**src/rtl/wrr_arbiter.sv**
```systemverilog
// Weighted round-robin arbiter with a registered one-hot grant.
// A winner keeps the grant for eff_weight accepted beats while it keeps requesting;
// then the priority pointer moves past it and the next winner is granted without a bubble.
// Optional feature: define WRR_ARBITER_LOCK_EN to add the lock input, which pins the
// grant on the current owner without spending credit.
module wrr_arbiter #(
  parameter int unsigned NUM_REQ  = 8,
  parameter int unsigned WEIGHT_W = 4
) (
  input  logic                          clk,
  input  logic                          rst_b,
  input  logic [NUM_REQ-1:0]            req,
  input  logic [NUM_REQ*WEIGHT_W-1:0]   weight,
  input  logic                          gnt_ready,
`ifdef WRR_ARBITER_LOCK_EN
  input  logic [NUM_REQ-1:0]            lock,
`endif
  output logic [NUM_REQ-1:0]            gnt,
  output logic                          gnt_valid,
  output logic [$clog2(NUM_REQ)-1:0]    gnt_id
);

  localparam int unsigned IdW = $clog2(NUM_REQ);

  typedef enum logic [0:0] {StIdle, StGrant} state_e;

  state_e                state_q, state_d;
  logic [IdW-1:0]        ptr_q, ptr_d;
  logic [IdW-1:0]        cur_q, cur_d;
  logic [WEIGHT_W-1:0]   credit_q, credit_d;
  logic [NUM_REQ-1:0]    gnt_q, gnt_d;
  logic [IdW-1:0]        gnt_id_q, gnt_id_d;
  logic                  gnt_valid_q, gnt_valid_d;

  logic [WEIGHT_W-1:0]   weight_arr [NUM_REQ];
  logic [IdW-1:0]        ptr_nxt;
  logic [IdW-1:0]        search_base;
  logic [IdW-1:0]        win_id;
  logic                  win_found;
  logic [WEIGHT_W-1:0]   win_weight;
  logic [WEIGHT_W-1:0]   fresh_credit;
  logic                  lock_hold;
  logic                  load;

  for (genvar i = 0; i < NUM_REQ; i++) begin : g_weight
    assign weight_arr[i] = weight[i*WEIGHT_W +: WEIGHT_W];
  end

`ifdef WRR_ARBITER_LOCK_EN
  assign lock_hold = lock[cur_q] & req[cur_q];
`else
  assign lock_hold = 1'b0;
`endif

  // Pointer after the current owner's turn, wrapping at NUM_REQ-1.
  assign ptr_nxt     = (32'(cur_q) == NUM_REQ - 1) ? '0 : cur_q + 1'b1;
  // In GRANT the only search that matters is the end-of-turn one from ptr_nxt.
  assign search_base = (state_q == StIdle) ? ptr_q : ptr_nxt;

  // First asserted request at or after search_base, wrapping upward.
  always_comb begin
    int unsigned idx;
    idx       = 0;
    win_found = 1'b0;
    win_id    = '0;
    for (int unsigned k = 0; k < NUM_REQ; k++) begin
      idx = (32'(search_base) + k) % NUM_REQ;
      if (!win_found && req[IdW'(idx)]) begin
        win_found = 1'b1;
        win_id    = IdW'(idx);
      end
    end
  end

  // Fresh credit for the winner: a zero weight behaves as one beat.
  assign win_weight   = weight_arr[win_id];
  assign fresh_credit = (win_weight == '0) ? '0 : win_weight - 1'b1;

  // Next-state logic for the FSM, pointer, credit and registered grant outputs.
  always_comb begin
    state_d     = state_q;
    ptr_d       = ptr_q;
    cur_d       = cur_q;
    credit_d    = credit_q;
    gnt_d       = gnt_q;
    gnt_id_d    = gnt_id_q;
    gnt_valid_d = gnt_valid_q;
    load        = 1'b0;
    case (state_q)
      StIdle: begin
        if (win_found) load = 1'b1;
      end
      StGrant: begin
        if (gnt_ready) begin
          if (lock_hold) begin
            // Locked owner keeps the grant; credit is frozen.
          end else if (credit_q != '0 && req[cur_q]) begin
            credit_d = credit_q - 1'b1;
          end else begin
            ptr_d = ptr_nxt;
            if (win_found) begin
              load = 1'b1;
            end else begin
              state_d     = StIdle;
              gnt_d       = '0;
              gnt_id_d    = '0;
              gnt_valid_d = 1'b0;
            end
          end
        end
      end
      default: state_d = StIdle;
    endcase
    if (load) begin
      state_d     = StGrant;
      cur_d       = win_id;
      gnt_d       = {{(NUM_REQ-1){1'b0}}, 1'b1} << win_id;
      gnt_id_d    = win_id;
      gnt_valid_d = 1'b1;
      credit_d    = fresh_credit;
    end
  end

  // State registers; reset drops any remaining burst credit and restarts at ptr 0.
  always_ff @(posedge clk or negedge rst_b) begin
    if (!rst_b) begin
      state_q     <= StIdle;
      ptr_q       <= '0;
      cur_q       <= '0;
      credit_q    <= '0;
      gnt_q       <= '0;
      gnt_id_q    <= '0;
      gnt_valid_q <= 1'b0;
    end else begin
      state_q     <= state_d;
      ptr_q       <= ptr_d;
      cur_q       <= cur_d;
      credit_q    <= credit_d;
      gnt_q       <= gnt_d;
      gnt_id_q    <= gnt_id_d;
      gnt_valid_q <= gnt_valid_d;
    end
  end

  assign gnt       = gnt_q;
  assign gnt_id    = gnt_id_q;
  assign gnt_valid = gnt_valid_q;

endmodule

```
**config.mk**
```make
export PLATFORM = sky130hd
export DESIGN_NAME = wrr_arbiter
export DESIGN_NICKNAME = d
export VERILOG_FILES = /design/src/rtl/wrr_arbiter.sv
export SDC_FILE = /design/constraint.sdc
export NUM_CORES = 1
export LEC_CHECK = 0
export ABC_AREA = 1
export CORE_MARGIN = 4
export CORE_UTILIZATION = 56
export CTS_BUF_LIST = sky130_fd_sc_hd__clkbuf_4 sky130_fd_sc_hd__clkbuf_8 sky130_fd_sc_hd__clkbuf_16
export CTS_CLUSTER_DIAMETER = 120
export CTS_CLUSTER_SIZE = 16
export DETAILED_ROUTE_END_ITERATION = 16
export PLACE_DENSITY = 0.87
export SETUP_SLACK_MARGIN = 0.5
export SLEW_MARGIN = 20
export SYNTH_ARGS = -nofsm -noshare
export SYNTH_HDL_FRONTEND = slang
export SYNTH_SLANG_ARGS = --single-unit
export TNS_END_PERCENT = 5
```
**constraint.sdc**
```tcl
create_clock -name clk -period 7.16 [get_ports clk]
set_input_delay 0.716 -clock clk [delete_from_list [all_inputs] [get_ports clk]]
set_output_delay 0.716 -clock clk [all_outputs]
set_load 0.05 [all_outputs]
```
==> flow_summary.ini, run 1 <==
[status]
status = finished, final reports clean

[routing]
first_iter_violations = 216
routedWlPerCell_um = 13.7
totalWireLength_mm = 6.83
drc = 0
postRouteAntennaNets = 0
vias_per_cell = 5.71
vias = 2837
drtPass1Iterations = 5

[clock_tree]
cts_buffers = 3
post-cts-setup-buffers = 0
clk_pin_slew_ns = 0.09
ctsResizeCount = 0
clkSinkCount = 23
ctsHoldBuffers = 0
ctsLongestPathBuffers = 2
cts_tree = done
clock_latency_ns = 0.27
cts-root-buf = clkbuf_8
cts_htree_levels = 1

[yosys]
ys_ff_latch = 23
synth.distinct_cells = 38
synth_fp_nets = 443
avgSynthCellArea_um2 = 6.34
yosysWarnings = 0
netlist_instances = 395
ys_seq_area_share_pct = 23.0
syn_area_mm2 = 0.00250

[floorplanning]
die_y_um = 74.9
fp.dieW_um = 74.9
fp.coreArea_mm2 = 0.00435
ios = 55
start_util_pct = 57.5
dieArea_mm2 = 0.00560
rows = 24

[global_route]
grt_max_degree = 24
grt_antenna_before_repair = 0
track_usage_pct = 26.0
grt_pass1_vias = 2618
overflow = 0
grt_pass1_wl_mm = 11.6

[sta]
tightest_slew_ns = 0.702
finalCriticalPeriod_ns = 4.62
finalHoldViolCount = 0
post-route-period-util_pct = 64.6
max_freq_ghz = 0.216
rsz0062_at_grt = false
slew_violations = 0
fin_ws_ns = 2.54
skew_ns = 0.00746
slew_headroom_pct = 52.9
setup-tns-final_ns = 0
final-setup-viol-count = 0

[place]
routabilityCongestion = 0.933
dp_slack_ns = 2.62
numPortBuffers = 54
dp_hpwl_mm = 5.41

[setup_path]
crit_type = flip-flop to flip-flop
cp-start-kind = flip-flop
path_max_fanout = 13
end_kind = flip-flop
cp.required_ns = 7.32
arrival_ns = 4.78

[layout]
syn2layout_area_growth_pct = 22.9
nets = 494
diodes = 0
drive_gt1_share_pct = 11.5

[min_path]
hold_path.class = primary input to asynchronous set/reset pin

[flow_run]
cap_violations = 0
layer usage:
layer	part of all wire, %	vias up	GRT usage [%]
li1	-	1386	-
met4	1.9	0	5.34
met1	43	1274	34.1
met5	0	-	0
met3	8.3	20	4.94
met2	47	157	44.7
cells by family (layout without fill, tap and decap cells):
family	Yosys count	in the layout	share of synthesized area [%]
muxes	2	2	0.850
DFF	23	23	23.0
adders and majority gates	5	5	2.50
AOI/OAI and AO/OA	42	42	9.80
buffers and inverters	61	111	10.9
xor gates and xnor gates	5	5	2.35
and+or+nand+nor	257	257	50.6
final timing paths:
check / startpoint / to / slack (ns) / cells past startpoint
min: rst_b / gnt[7] / 0.40 / 1
max: cur_q[0] / credit_q[0] / 2.54 / 26
min reg2reg: gnt_valid / gnt_valid / 0.49 / 2
max reg2reg: cur_q[0] / credit_q[0] / 2.54 / 26
min in group clk: gnt_valid / gnt_valid / 0.49 / 2
max in group asynchronous: rst_b / cur_q[1] / 6.41 / 1
cell usage after synthesis, drive strengths merged:
cell | number | area, um2
clkbuf | 2 | 7.51
mux2 | 1 | 11.3
nand3 | 79 | 438
o21ai | 25 | 144
clkinv | 1 | 3.75
nor3 | 1 | 5.00
nor2 | 23 | 113
nand2 | 143 | 594
o221ai | 1 | 8.76
xnor2 | 2 | 17.5
and2 | 2 | 15.0
ha | 5 | 62.6
o211ai | 1 | 7.51
or2 | 1 | 6.26
o22ai | 8 | 50.1
a21oi | 7 | 35.0
nand3b | 2 | 27.5
mux2i | 1 | 10.0
nand4 | 6 | 67.6
xor2 | 3 | 41.3
buf | 6 | 67.6
inv | 52 | 195
dfrtp | 23 | 576
area by class of cell:
type	instances	area [um2]
Multi-Input combinational cell	311	1650
Fill cell	368	1280
Sequential cell	23	576
Timing Repair Buffer	54	536
Inverter	53	199
Tap cell	52	65.1
Clock buffer	3	41.3
Clock inverter	1	7.51
cells in the final DEF, fill, tap and decap left out, drive strengths merged, types with 5 or more instances in the layout:
master / Yosys / layout
o22ai: 8 / 8
inv: 52 / 52
a21oi: 7 / 7
nand3: 79 / 79
clkdlybuf4s50: 0 / 53
dfrtp: 23 / 23
nand2: 143 / 143
ha: 5 / 5
nor2: 23 / 23
nand4: 6 / 6
o21ai: 25 / 25
stage by stage:
stage          std cells  area (um2)  utilization (%)  hold WS [ns]
4_1_cts              497        3080             70.8         0.495
5_1_grt              497        3080             70.7         0.444
6_report             497        3080             70.7         0.399
3_5_place_dp         493        3030             69.7         0.472
3_3_place_gp         493        3030             69.7         0.464
2_1_floorplan        395        2500                -         0.420
sequential cells by signal (all words and copies together), names as in the netlist:
signal / flops
ptr_q: 3
state_q: 1
gnt_valid: 1
gnt_id: 3
gnt: 8
credit_q: 4
cur_q: 3
worst max-delay path: stages, from the launching register on:
cell      delay, ns
dfrtp_1        0.46
ha_1           0.24
ha_1           0.20
nor2_2         0.12
nand2_2        0.15
nand2_2        0.28
inv_2          0.12
ha_1           0.48
clkinv_1       0.31
nand3_1        0.18
nand3_1        0.10
nand2_2        0.12
nand4_4        0.15
nor2_8         0.17
nand4_4        0.14
nand2_1        0.09
nor2_1         0.06
nor2_4         0.26
inv_2          0.16
nand2_1        0.09
nand2_1        0.06
o21ai_2        0.19
nand2_2        0.09
nor2_1         0.09
nor2_1         0.06
nand2_1        0.06
a21oi_1        0.07
Power of run 1 is not shown: default switching activity piles up to over one toggle a cycle in this logic, so the estimate is an artifact.
==> run 2: changes to the inputs <==
--- a/config.mk
+++ b/config.mk
@@ -7,12 +7,12 @@
 export LEC_CHECK = 0
 export ABC_AREA = 1
 export CORE_MARGIN = 4
-export CORE_UTILIZATION = 56
+export CORE_UTILIZATION = 47
 export CTS_BUF_LIST = sky130_fd_sc_hd__clkbuf_4 sky130_fd_sc_hd__clkbuf_8 sky130_fd_sc_hd__clkbuf_16
 export CTS_CLUSTER_DIAMETER = 120
 export CTS_CLUSTER_SIZE = 16
 export DETAILED_ROUTE_END_ITERATION = 16
-export PLACE_DENSITY = 0.87
+export PLACE_DENSITY = 0.78
 export SETUP_SLACK_MARGIN = 0.5
 export SLEW_MARGIN = 20
 export SYNTH_ARGS = -nofsm -noshare
==> constraint.sdc (replaced) <==
create_clock -name clk -period 3.9 [get_ports clk]
set_input_delay 0.39 -clock clk [delete_from_list [all_inputs] [get_ports clk]]
set_output_delay 0.39 -clock clk [all_outputs]
set_load 0.05 [all_outputs]
==> run 2 against run 1 <==
Effect of this change:
- register-to-register slack lost 2.3 ns
- fmax grew 28%
- global-route usage shrank 2.1 points
- utilization is essentially flat
- die area grew 17%
- via count grew 1.8%
- highest routed layer unchanged
==> flow_summary.ini, run 2 (synthesis results as in run 1) <==
[status]
status = finished, final reports clean

[layout]
largest_reg_flops = 8
diodes = 0
syn2layout_area_growth_pct = 45.2
final_util_pct = 70.7
final_common_cell = nand2_1
drive_gt1_share_pct = 26.2
nets = 527
mostFrequentLayoutCells = 115 x nand2_1, 56 x nand3_1, 53 x clkdlybuf4s50_1, 44 x inv_1, 26 x buf_4

[clock_tree]
ctsLongestPathBuffers = 2
clock_latency_ns = 0.26
ctsHoldBuffers = 0
cts_tree = done
cts_htree_levels = 1
clk_pin_slew_ns = 0.08
cts-root-buf = clkbuf_8
clkSinkCount = 23
cts_buffers = 3

[global_route]
grt_antenna_before_repair = 0
overflow = 0
grt_max_degree = 24
track_usage_pct = 23.9
grt_pass1_vias = 2819
grt_pass1_wl_mm = 12.7

[routing]
totalWireLength_mm = 7.82
drtPass1Iterations = 4
top_layer = met4
routedWlPerCell_um = 14.3
postRouteAntennaNets = 0
wl_met3_um = 276
drc = 0
vias_per_cell = 5.27
first_iter_violations = 130
wl_met1_mm = 3.24
wl_met2_mm = 4.02
vias = 2887

[setup_path]
crit_type = flip-flop to flip-flop
critical_path.slowest_cell = dfrtp_1
worst_path_largest_cell_delay_ns = 0.42
rr_startpoint = cur_q[1]
timing.rr.end = credit_q[2]
arrival_ns = 3.82
r2r_slack_ns = 0.28
path_max_fanout = 7
cp_top_family = simple AND/OR/NAND/NOR gates
cp-start-kind = flip-flop
cp.required_ns = 4.10
crit_buf_inv = 2
end_kind = flip-flop
path_cells = ha_4 > ha_4 > nor2_4 > nand2_4 > nand2_8 > inv_8 > ha_4 > nand3_1 > and2_1 > mux2i_2 > nand4_4 > nand2_2 > nor2_4 > nor2_4 > buf_6 > nand2_1 > nand3_1 > nand2_2 > nand2_2 > nor2_2 > nor2_1 > nand2_1 > a21oi_2
reg2reg_depth = 23

[floorplanning]
dieArea_mm2 = 0.00656
rows = 26
fp.coreArea_mm2 = 0.00514
ios = 55
die_y_um = 81.0
fp.dieW_um = 81.0
start_util_pct = 48.7

[flow_run]
cap_violations = 0

[sta]
finalHoldViolCount = 0
tightest_slew_ns = 0.714
skew_ns = 0.00286
slew_violations = 0
setup-tns-final_ns = 0
slew_headroom_pct = 52.1
rsz0062_at_grt = true
finalCriticalPeriod_ns = 3.62
post-route-period-util_pct = 92.9
final-setup-viol-count = 0
max_freq_ghz = 0.276

[min_path]
hold_path.class = primary input to asynchronous set/reset pin

[place]
numPortBuffers = 54
dp_hpwl_mm = 5.90
routabilityCongestion = 1.00
==> run 2: metrics by stage <==
stage | worst slack, ns | hold WS (ns) | instance area (um2) | instances
global placement | 0.168 | 0.474 | 3210 | 518
CTS | 0.389 | 0.515 | 3460 | 538
detailed placement | 0.111 | 0.497 | 3210 | 518
finish | 0.278 | 0.0829 | 3630 | 548
floorplan | 0.427 | 0.0944 | 2630 | 395
global route | 0.0975 | 0.106 | 3630 | 548
==> run 2: timing repair <==
action | 4_1_cts | 5_1_grt
gates resized for setup | 21 | 26
buffers inserted | 15 | 9
gates cloned | 1 | 1
pin swaps | 20 | 24
endpoints found under the hold margin | 0 | 0
setup endpoints to repair | 16 | 15
==> run 2: worst max-delay path by stage <==
stage,from,end,depth (start not counted)
finish,cur_q[1],credit_q[2],23
global route,cur_q[1],credit_q[2],26
CTS,cur_q[0],credit_q[0],26
detailed placement,cur_q[0],credit_q[0],27
global placement,cur_q[0],gnt_id[1],16
floorplan,cur_q[0],credit_q[0],29
==> run 2: layer usage <==
metal  track usage (%)  vias up
li1                  -     1452
met1              29.4     1329
met2              43.8       82
met3              2.11       24
met4              7.43        0
met5                 0        -
==> run 2: cell type report <==
class	count	area, um2
well taps	70	87.6
fillers	426	1510
inverters	53	224
repair buffers	85	787
clock inverters	1	7.51
multi-input cells	311	1890
repair inverters	2	16.3
flip-flops and latches	23	577
clock buffers	3	41.3
Power of run 2 is left out for the same reason.
==> run 3: changes to the inputs <==
--- a/config.mk
+++ b/config.mk
@@ -6,9 +6,10 @@
 export NUM_CORES = 1
 export LEC_CHECK = 0
 export ABC_AREA = 1
+export CORE_ASPECT_RATIO = 1.75
 export CORE_MARGIN = 4
 export CORE_UTILIZATION = 47
-export CTS_BUF_LIST = sky130_fd_sc_hd__clkbuf_4 sky130_fd_sc_hd__clkbuf_8 sky130_fd_sc_hd__clkbuf_16
+export CTS_BUF_LIST = sky130_fd_sc_hd__clkbuf_16
 export CTS_CLUSTER_DIAMETER = 120
 export CTS_CLUSTER_SIZE = 16
 export DETAILED_ROUTE_END_ITERATION = 16
==> run 3 against run 2 <==
Effect of this change:
- clock-buffer cell count unchanged
- utilization up 1.8 points
- clock skew fell by 0.00062 ns
- non-clock buffer count unchanged
- cell area grew 1.0%
- fmax up 3.0%
- setup slack better by 0.11 ns
- cell count fell by 3.3%
- hold slack better by 0.40 ns
- global-route usage rose by 3.4 points
==> flow_summary.ini, run 3 (synthesis results as in run 1) <==
[status]
status = finished, final reports clean

[sta]
final-setup-viol-count = 0
finalCriticalPeriod_ns = 3.52
slew_headroom_pct = 30.9
tightest_slew_ns = 1.03
slew_violations = 0
post-route-period-util_pct = 90.2
setup-tns-final_ns = 0
skew_ns = 0.00225
finalHoldViolCount = 0
rsz0062_at_grt = true
max_freq_ghz = 0.284

[global_route]
met1_usage_pct = 25.2
grt_pass1_wl_mm = 14.4
grt_max_degree = 24
grt_pass1_vias = 3082
grt_antenna_before_repair = 0
overflow = 0
grtUsageMet3_pct = 3.01
grt_util_met2_pct = 55.6
globalRoute.busiestLayer = met2
track_usage_pct = 27.3

[routing]
first_iter_violations = 136
drc = 0
vias_per_cell = 5.57
routedWlPerCell_um = 16.7
drtPass1Iterations = 4
totalWireLength_mm = 8.84
vias = 2953
postRouteAntennaNets = 0

[layout]
largest_reg_flops = 8
fill_cells = 424
drive_gt1_share_pct = 25.2
final_common_cell = nand2_1
mostFrequentLayoutCells = 117 x nand2_1, 59 x nand3_1, 54 x clkdlybuf4s50_1, 43 x inv_1, 24 x buf_4
multi_input_area_mm2 = 0.00192
seq_area_um2 = 577
syn2layout_area_growth_pct = 46.6
diodes = 0
nets = 525

[flow_run]
cap_violations = 0

[place]
numPortBuffers = 54
routabilityCongestion = 0.939
dp_hpwl_mm = 6.89

[clock_tree]
ctsLongestPathBuffers = 2
clock_latency_ns = 0.26
cts_buffers = 3
clkSinkCount = 23
clk_pin_slew_ns = 0.06
cts-root-buf = clkbuf_16
cts_htree_levels = 1
cts_tree = done

[setup_path]
cp.required_ns = 4.08
crit_type = flip-flop to flip-flop
cp-start-kind = flip-flop
reg2reg_depth = 24
startpoint = cur_q[0]
rr_startpoint = cur_q[0]
crit_end = credit_q[1]
r2r_slack_ns = 0.38
end_kind = flip-flop
path_max_fanout = 7
arrival_ns = 3.70
timing.rr.end = credit_q[1]

[floorplanning]
fp.coreArea_mm2 = 0.00506
start_util_pct = 49.5
dieArea_mm2 = 0.00660
rows = 34
fp.dieW_um = 63.2
ios = 55
die_y_um = 105

[min_path]
hold_path.class = flip-flop to flip-flop
-- run 3: cell types whose count changed in the layout (fill, tap and decap cells not counted), moves of 3 or more --
cell,before,now
clkbuf_8,3,0
nand3_1,56,59
nand3_2,21,18
clkbuf_16,0,3
-- run 3: through the flow --
stage          cells  area (um2)  utilization, %  setup WS, ns  hold WS (ns)
4_1_cts          527        3610            71.3         0.455         0.491
3_5_place_dp     506        3220            63.6        0.0402         0.476
6_report         530        3670            72.5         0.383         0.485
5_1_grt          530        3670            72.5         0.194         0.504
2_1_floorplan    395        2630               -         0.427        0.0944
3_3_place_gp     506        3220            63.6        0.0886         0.461
-- run 3: what timing repair did --
| action | CTS | global route |
|---|---|---|
| buffers inserted | 17 | 3 |
| gates resized for setup | 40 | 10 |
| hold buffers | 0 | 0 |
| endpoints found under the hold margin | 0 | 0 |
| endpoints found under the setup margin | 12 | 15 |
| pin swaps | 27 | 11 |
-- run 3: worst min path at each step --
stage | from | end | slack [ns] | cells past startpoint
6_report | gnt_valid | gnt_valid | 0.49 | 2
5_1_grt | ptr_q[1] | ptr_q[1] | 0.50 | 2
4_1_cts | gnt_valid | gnt_valid | 0.49 | 2
3_5_place_dp | gnt_valid | gnt_valid | 0.48 | 2
3_3_place_gp | gnt_valid | gnt_valid | 0.46 | 2
2_1_floorplan | rst_b | credit_q[0] | 0.09 | 0
-- run 3: area by class of cell --
type	instances	share of cell area, %
clock inverters	1	0.136
clock buffers	3	2.04
inverters	53	5.96
well taps	54	1.84
flip-flops and latches	23	15.7
repair buffers	85	22.1
multi-input cells	311	52.2
-- run 3: routing by layer --
| layer | vias up | routed length, um |
|---|---|---|
| met2 | 79 | 5190 |
| li1 | 1449 | - |
| met3 | 34 | 264 |
| met5 | - | 0 |
| met1 | 1391 | 2920 |
| met4 | 0 | 468 |
-- run 3: critical path, cell delays in order (launching register included) --
cell and delay (ns):
dfrtp_2 0.43, ha_4 0.17, ha_4 0.16, nor2_4 0.10, nand2_4 0.08, nand2_8 0.09, inv_6 0.03, ha_4 0.33
clkinv_8 0.08, nand3_2 0.07, nand3_1 0.09, nand2_2 0.12, nand4_4 0.13, nor2_8 0.19, nand4_4 0.16, buf_6 0.17
nor2_4 0.08, nand3b_1 0.19, buf_6 0.15, nand3_1 0.08, nand2_2 0.10, nand2_2 0.08, a21oi_2 0.13, nor2_2 0.07
o21ai_1 0.14
Power of run 3 is left out for the same reason.
